File: src/rtl/irq_pending_ctrl.sv
// rtl/irq_pending_ctrl.sv - four-channel interrupt capture with sticky pending bits and a valid/ready grant
// Optional feature macro: IRQ_PENDING_CTRL_EDGE_DETECT_EN (defined: edge mode with lost flags; undefined: level mode)
module irq_pending_ctrl #(
    parameter int SYNC_STAGES = 2
) (
    input  logic       clk,
    input  logic       rst,
    input  logic [3:0] req,
    input  logic       ready,
    input  logic       clr_lost,
    output logic       valid,
    output logic [1:0] code,
    output logic [3:0] pending,
    output logic [3:0] lost
);

    typedef enum logic {IDLE, OFFER} state_t;

    state_t     state;
    logic [3:0] sync_q [SYNC_STAGES];
    logic [3:0] s_req;
    logic [3:0] set;
    logic [3:0] clr;
    logic       accept;
    logic [1:0] top_code;

    // Shift each request line through its synchroniser chain
    always_ff @(posedge clk or posedge rst) begin
        if (rst) begin
            for (int k = 0; k < SYNC_STAGES; k++) begin
                sync_q[k] <= 4'b0000;
            end
        end else begin
            sync_q[0] <= req;
            for (int k = 1; k < SYNC_STAGES; k++) begin
                sync_q[k] <= sync_q[k-1];
            end
        end
    end

    assign s_req = sync_q[SYNC_STAGES-1];

`ifdef IRQ_PENDING_CTRL_EDGE_DETECT_EN
    logic [3:0] prev;

    // Remember last synchronised value so only rising edges count as events
    always_ff @(posedge clk or posedge rst) begin
        if (rst) begin
            prev <= 4'b0000;
        end else begin
            prev <= s_req;
        end
    end

    assign set = s_req & ~prev;

    // Flag events that land on a channel still pending; a new hit beats clr_lost
    always_ff @(posedge clk or posedge rst) begin
        if (rst) begin
            lost <= 4'b0000;
        end else begin
            lost <= (lost & {4{~clr_lost}}) | (set & pending & ~clr);
        end
    end
`else
    assign set  = s_req;
    assign lost = 4'b0000;
`endif

    // The offered channel is consumed when the handshake completes
    assign accept = valid & ready;
    assign clr    = accept ? (4'b0001 << code) : 4'b0000;

    // Sticky pending bits; a fresh event outranks the clear of the granted bit
    always_ff @(posedge clk or posedge rst) begin
        if (rst) begin
            pending <= 4'b0000;
        end else begin
            pending <= (pending & ~clr) | set;
        end
    end

    // Highest-index registered pending bit wins the next offer
    always_comb begin
        top_code = 2'd0;
        if (pending[3]) begin
            top_code = 2'd3;
        end else if (pending[2]) begin
            top_code = 2'd2;
        end else if (pending[1]) begin
            top_code = 2'd1;
        end
    end

    // Offer one code at a time and hold it until accepted; no preemption
    always_ff @(posedge clk or posedge rst) begin
        if (rst) begin
            state <= IDLE;
            valid <= 1'b0;
            code  <= 2'b00;
        end else begin
            case (state)
                IDLE: begin
                    if (pending != 4'b0000) begin
                        code  <= top_code;
                        valid <= 1'b1;
                        state <= OFFER;
                    end
                end
                OFFER: begin
                    if (ready) begin
                        valid <= 1'b0;
                        state <= IDLE;
                    end
                end
                default: begin
                    valid <= 1'b0;
                    state <= IDLE;
                end
            endcase
        end
    end

endmodule
File: config.mk
export PLATFORM = sky130hd
export DESIGN_NAME = irq_pending_ctrl
export DESIGN_NICKNAME = d
export VERILOG_FILES = /design/src/rtl/irq_pending_ctrl.sv
export SDC_FILE = /design/constraint.sdc
export NUM_CORES = 1
export LEC_CHECK = 0
export CORE_MARGIN = 2
export CORE_UTILIZATION = 40
export CTS_CLUSTER_DIAMETER = 30
export DETAILED_ROUTE_END_ITERATION = 8
export PLACE_DENSITY = 0.71
export SYNTH_ARGS = -nofsm -noshare
export SYNTH_HDL_FRONTEND = slang
export SYNTH_SLANG_ARGS = --single-unit
File: constraint.sdc
create_clock -name clk -period 2.25 [get_ports clk]
set_input_delay 0.225 -clock clk [delete_from_list [all_inputs] [get_ports clk]]
set_output_delay 0.225 -clock clk [all_outputs]
set_load 0.02 [all_outputs]
* Yosys cells after proc, flatten, opt, wreduce, memory -nomap -nowiden *
Index checks and enable logic that the tools add are counted.

storage, ports and cells
  register bits after elaboration = 16
  input bits = 8
  output and inout bits = 11
  word-level logic and storage cells = 27

operators by class
  equal/unequal tests = 2
  shift-type cells = 1
  mux-type cells = 10
  bitwise gates (word level) = 5
  reductions and logical operators = 3

operators with widths
  cell                                              count
  2-to-1 mux 1 bit                                  5
  bitwise AND 4 bit                                 1
  2-to-1 mux 2 bit                                  2
  2-to-1 mux 4 bit                                  1
  != test 2 bit (second input constant)             2
  inverter 4 bit                                    1
  OR 4 bit                                          1
  case mux 1 bit (2 select lines)                   2
  AND reduction 2 bit                               2
  nonzero test 4 bit                                1
  left shift 1 x 2 -> 4 bit (first input constant)  1
  bitwise AND 1 bit                                 1
  inverter 1 bit                                    1

* Logic depth before layout (Yosys ltp) *
Gate-level depths: netlist of run 1.

  word-level depth = 5
  gate-level depth with buffers = 3
  mapped depth without buffers = 3

* Worst setup path after synthesis of run 1 *
OpenSTA, ideal clock, no wires.

  path kind = register to register
  start point = register code[0]
  end point = register pending[2]
  arrival = 0.856 ns
  data required time = 2.132 ns
  path slack = 1.276 ns
  stages on the path, launching flop included = 3
  buffers on the path = 0
  path through = dfrtp_1 nand4b_1 a21o_1

between the ends
  word-level cells in the longest chain between the ends = 5

RTL lines
  element                    RTL line  RTL
  start: declaration         12        output logic [1:0] code,
  start signal: assignment   105       code <= top_code;
  left shift 1 x 2 -> 4 bit  72        assign clr = accept ? (4'b0001 << code) : 4'b0000;
  2-to-1 mux 4 bit           72
  inverter 4 bit             79        pending <= (pending & ~clr) | set;
  bitwise AND 4 bit          79
  OR 4 bit                   79
  end signal: assignment     79
  end: declaration           13        output logic [3:0] pending,

Every way passes these cells.
A chain may end at the register's enable or synchronous reset.

* Worst setup path after layout of run 1 *
  start point = register code[0]
  end point = output port code[0]

No word-level cell between the ends.

==> results.md, run 1 <==
- Final hold violations: 0
- Die outline width: 41.9 um
- CP top delay family: buffers and inverters
- Buffers on Ports: 13
- Worst VDD drop: 0.000415 V
- Non-Filler Instances: 76
- I/O Pins: 19
- Crit path buffers/inverters: 1
- Post-synth EDFFs: 0
- Crit path kind: register to output pin
- Area growth, synth to finish: 29.0%
- Nets: 70
- Final WL: 873 um
- # H-tree levels: 1
- Total GRT Usage: 12.1%
- Worst reg-to-reg setup slack: 1.29 ns
- Worst r2r dst: pending[2]
- Outcome: completed
- Highest net fanout along the worst path: 7
- Setup-failing EPs final: 0
- Fill cells: 107
- Reg2reg start: code[0]
- Highest-count cells in the layout ignoring fill and taps: dfrtp_1, clkdlybuf4s50_1, conb_1
- Slowest cell delay on critical path: 0.64 ns
- Starting Density: 43.6%
- Dpl cell area: 704 um2
- Flops & latches, synth: 16
- Initial DRC count: 11
- Measured slew at the worst slew-check pin: 0.602 ns
- Clk Tree Root Cell: clkbuf_4
- Cts bufs inserted: 3
- Final Hold Slack: 0.297 ns
- Die Y: 41.9 um
- Final instance area: 741 um2
- Clock Skew: 0.00212 ns
- DRC: 0
- TritonCTS clock tree: built
- Wirelength per Cell: 11.5 um
- TNS Setup: 0 ns
- Layout cells sized above 1: 8.20%
- Total leakage power: 0.323 nW
- Worst Setup End Kind: output pin
- Worst-path cell chain: clkdlybuf4s50_1
- Top_reg_cell synth: dfrtp_1
- First-pass GRT wire length: 1.50 mm
- Max-slew violations: 0
- Worst min path class: input pin to async pin
- Largest net degree at the start of global routing: 17
- Multi-input gate area: 144 um2
- Worst skew pair latency: 0.28 ns
- Clock buffer depth: 2
- FF/Latch Area: 400 um2
- DRT antenna net count: 0
- Remaining Overflow, GRT: 0
- CP Data Arrival Time: 1.38 ns
- Dominant cells by area after synthesis: dfrtp_1, buf_4, a21o_1, o21ai_0, inv_1
- Via Count: 387
- Vias per inst: 5.09
- Hpwl dp: 636 um
- Power Dens Cells: 805 mW/mm2
- Startpoint Class: register
- Syn_area_per_cell: 12.8 um2
- Master of the slowest instance on the critical path: clkdlybuf4s50_1
- Top cell type's share of synthesized area: 69.7%
- Cell accounting for the most synthesized area: dfrtp_1
- DIE AREA: 0.00175 mm2
- Core area: 0.00132 mm2
- PostCTS Resize Cnt: 0
- Async set-reset flop share out of synthesis: 100%
- Gpl congestion: 0.756
- CTS Hold Bufs: 0
- ANT cells: 0
- Ys Warns: 0
- Post-synthesis cell type count: 18
- TritonCTS Sinks: 16
- First-pass DRT Iterations: 2
- Max Cap Viol: 0
- Clock transition at the registers of the reported paths: 0.09 ns
- Initial antenna violation count: 0
- Worst Reg-to-Reg Cells: 2
- Most common cell after layout, fill and taps aside: dfrtp_1
- Placed cells: 72
- Max Fclk: 624 MHz
- Buffer count from post-CTS setup fixing: 0
- Required time of the worst setup path: 2.03 ns
- RSZ-0062 raised after global routing: no
- Gate Count Post-Synth: 45
- Min Tclk post-route: 1.60 ns
- Post-synthesis sequential area ratio: 69.7%
- Row Count: 13
- Mapped Area: 574 um2
- Tcrit/Tclk final: 71.2%
- Worst slew margin: 59.8%
- Vias in the first global route: 357
-- report_power, final --
| group | internal, mW | switching (mW) |
|---|---|---|
| combinational | 0.0411 | 0.0412 |
| clock | 0.0986 | 0.0883 |
| sequential | 0.307 | 0.0199 |
-- final cells by class --
class,instances,share of cell area (%)
clock buffer,4,4.90
sequential,16,54.1
inverter,3,1.52
timing repair buffer,13,17.6
multi-input combinational,25,19.4
tap,15,2.53
-- flip-flops by register name, indices dropped and copies added (netlist names) --
signal and count:
sync_q 4, state 1, code 2, s_req 4, valid 1, pending 4
-- worst max path at each step --
stage / slack, ns / start / cells past startpoint / endpoint
final: 0.65 / code[0] / 1 / code[0]
after global routing: 0.56 / code[0] / 1 / code[0]
after CTS: 0.63 / code[0] / 1 / code[0]
after detailed placement: 0.95 / code[0] / 1 / code[0]
after global placement: 0.97 / code[0] / 1 / code[0]
after floorplan: 1.28 / code[0] / 2 / pending[2]
-- layer usage --
layer	global-route usage, %	vias to the layer above	wire [um]
met4	9.68	0	24
met1	14.0	191	390
met5	0	-	0
met2	19.1	16	403
li1	-	176	-
met3	2.61	4	54
-- cells in the mapped netlist, types with 2 or more instances --
library cell and count:
nor2_1 3, dfrtp_1 16, a21o_1 3, nand3_1 2, o21ai_0 3, inv_1 3, buf_4 4
-- cell families after synthesis --
logic type             share of synthesized area [%]
AOI/OAI and AO/OA                               11.5
buffers and inverters                           7.19
DFF                                             69.7
muxes                                           1.74
other                                          0.653
and+or+nand+nor                                 9.15
-- per-stage QoR --
stage | total power [mW] | util, % | setup WS (ns)
6_report | 0.596 | 56.2 | 0.647
2_1_floorplan | 0.378 | - | 1.28
4_1_cts | 0.606 | 56.2 | 0.627
5_1_grt | 0.625 | 56.2 | 0.565
3_3_place_gp | 0.414 | 53.5 | 0.967
3_5_place_dp | 0.417 | 53.5 | 0.950
No activity file was read; power rests on OpenSTA's default activity.
==> inputs of run 2 (changes only) <==
--- a/config.mk
+++ b/config.mk
@@ -5,8 +5,9 @@
 export SDC_FILE = /design/constraint.sdc
 export NUM_CORES = 1
 export LEC_CHECK = 0
+export CORE_ASPECT_RATIO = 0.9
 export CORE_MARGIN = 2
-export CORE_UTILIZATION = 40
+export CORE_UTILIZATION = 38
 export CTS_CLUSTER_DIAMETER = 30
 export DETAILED_ROUTE_END_ITERATION = 8
 export PLACE_DENSITY = 0.71
==> constraint.sdc (replaced) <==
create_clock -name clk -period 1.32 [get_ports clk]
set_input_delay 0.132 -clock clk [delete_from_list [all_inputs] [get_ports clk]]
set_output_delay 0.132 -clock clk [all_outputs]
set_load 0.02 [all_outputs]
==> run 2 against run 1 <==
Effect of this change: setup slack got worse by 0.54 ns; non-clock buffer count increased by 2; clock skew rose by 0.0048 ns; power increased by 70%; clock power grew 70%; cell count rose by 2.6%; combinational power is 73% higher; highest routed layer unchanged.
==> results.md, run 2 (synthesis gave the netlist of run 1 again) <==
- Outcome: completed
- Final WL: 913 um (+4.6%)
- PostCTS Resize Cnt: 7 (+7)
- Area growth, synth to finish: 30.1%
- CP Capture Point: valid
- Switching share of power: 25.3% (+0.25 points)
- Initial DRC count: 1 (-10)
- Hpwl dp: 676 um (+6.3%)
- DIE AREA: 0.00184 mm2 (+4.8%)
- CP Data Arrival Time: 1.08 ns (-0.30 ns)
- Max Cap Viol: 0 (unchanged)
- Via Count: 398 (+2.8%)
- Final Hold Slack: 0.142 ns (-0.154 ns)
- Slowest cell delay on critical path: 0.44 ns (-0.20 ns)
- Buffer count from post-CTS setup fixing: 0 (unchanged)
- CP startpoint: valid
- Clock transition at the registers of the reported paths: 0.09 ns (about the same)
- Die outline width: 45.0 um (+7.4%)
- Gpl congestion: 0.692 (-8.5%)
- Max-slew violations: 0 (unchanged)
- TNS Setup: 0 ns (unchanged)
- Reg2reg start: code[0]
- Worst min path class: input pin to async pin
- Fin worst setup slack: 0.109 ns (-0.538 ns)
- Vias per inst: 5.10 (+0.21%)
- # H-tree levels: 1 (unchanged)
- Layout cells sized above 1: 11.1% (+2.9 points)
- CP top delay family: flip-flops
- Cts bufs inserted: 3 (unchanged)
- Power Dens Cells: 1350 mW/mm2 (+68%)
- ANT cells: 0 (unchanged)
- DRT antenna net count: 0 (unchanged)
- Highest net fanout along the worst path: 6 (-1)
- I/O Pins: 19 (unchanged)
- Worst Reg-to-Reg Cells: 3 (+1)
- Total leakage power: 0.325 nW (+0.76%)
- Startpoint Class: register
- First-pass GRT wire length: 1.59 mm (+5.9%)
- Critical path depth: 1 (unchanged)
- Starting Density: 40.1% (-3.5 points)
- RSZ-0062 raised after global routing: no
- Core area: 0.00143 mm2 (+8.6%)
- Vias in the first global route: 387 (+8.4%)
- Share of power burned in registers: 54.6% (-0.3 points)
- Worst r2r dst: pending[2]
- Nets: 72 (+2.9%)
- Die Y: 40.9 um (-2.4%)
- Required time of the worst setup path: 1.19 ns (-0.84 ns)
- Largest net degree at the start of global routing: 17 (unchanged)
- Final hold violations: 0 (unchanged)
- Total GRT Usage: 13.7% (+1.6 points)
- Clock share of power: 31.4% (about the same)
- Max Fclk: 826 MHz
- CTS Hold Bufs: 0 (unchanged)
- Clock Skew: 0.00694 ns (+0.00482 ns)
- DRC: 0 (unchanged)
- Initial antenna violation count: 0 (unchanged)
- Worst VDD drop: 0.000936 V (+130%)
- Remaining Overflow, GRT: 0 (unchanged)
- Most common cell after layout, fill and taps aside: dfrtp_1
- Clk Tree Root Cell: clkbuf_4
- Worst skew pair latency: 0.29 ns (about the same)
- Tcrit/Tclk final: 91.8%
- Setup-failing EPs final: 0 (unchanged)
- Min Tclk post-route: 1.21 ns
- Worst reg-to-reg setup slack: 0.32 ns (-0.97 ns)
- Worst-path cell chain: dlygate4sd2_1
- Buffers on Ports: 13 (unchanged)
- Worst Setup End Kind: output pin
- Gate power share: 14.1% (+0.3 points)
- First-pass DRT Iterations: 4 (+2)
- TritonCTS clock tree: built
- Master of the slowest instance on the critical path: dfrtp_1
- Highest-count cells in the layout ignoring fill and taps: dfrtp_1, dlygate4sd2_1, clkdlybuf4s50_1
- TritonCTS Sinks: 16 (unchanged)
- Wirelength per Cell: 11.7 um (+1.9%)
- Place WS: 0.141 ns (-0.808 ns)
- Clock buffer depth: 2 (unchanged)
- Row Count: 13 (unchanged)
- Crit path buffers/inverters: 1 (unchanged)
- Psw: 256 uW (+71%)
- Crit path kind: register to output pin
- Pint: 756 uW (+69%)
==> run 2: worst reg2reg max path: stages (launching register included) <==
cell and delay, ns:
dfrtp_1 0.39, buf_4 0.16, nand4b_1 0.17, a21o_1 0.19
==> run 2: layout make-up <==
class                   instances  area, um2
fillers                       141        684
well taps                      15       18.8
multi-input cells              25        144
clock buffers                   4       36.3
repair buffers                 15        136
inverters                       3       11.3
flip-flops and latches         16        400
==> run 2: power groups by stage <==
stage	combinational, mW	clock, mW	sequential (mW)
after floorplan	0.0583	0	0.586
after global placement	0.154	0	0.560
after detailed placement	0.157	0	0.564
after CTS	0.144	0.337	0.553
after global routing	0.157	0.354	0.559
final	0.142	0.317	0.552
==> run 2: worst min path at each step <==
stage	slack, ns	start	cells after the start	to
finish	0.14	rst	3	state
detailed placement	0.34	sync_q[4]	0	s_req[0]
global placement	0.33	sync_q[4]	0	s_req[0]
CTS	0.15	rst	3	state
global route	0.17	rst	3	state
floorplan	0.05	rst	1	code[0]
==> run 2: per-layer routing <==
metal  track usage [%]  up-vias  share of wire, %
li1                  -      180                 -
met1              13.4      199                39
met2              24.6       15                50
met3              6.61        4               8.4
met4              6.62        0               2.1
met5                 0        -                 0
==> run 2: per-stage QoR <==
| step | total power [mW] | util, % | cell area, um2 | instances |
|---|---|---|---|---|
| 2_1_floorplan | 0.644 | - | 586 | 48 |
| 3_3_place_gp | 0.715 | 50.3 | 719 | 74 |
| 3_5_place_dp | 0.721 | 50.3 | 719 | 74 |
| 4_1_cts | 1.03 | 52.2 | 747 | 78 |
| 5_1_grt | 1.07 | 52.2 | 747 | 78 |
| 6_report | 1.01 | 52.2 | 747 | 78 |
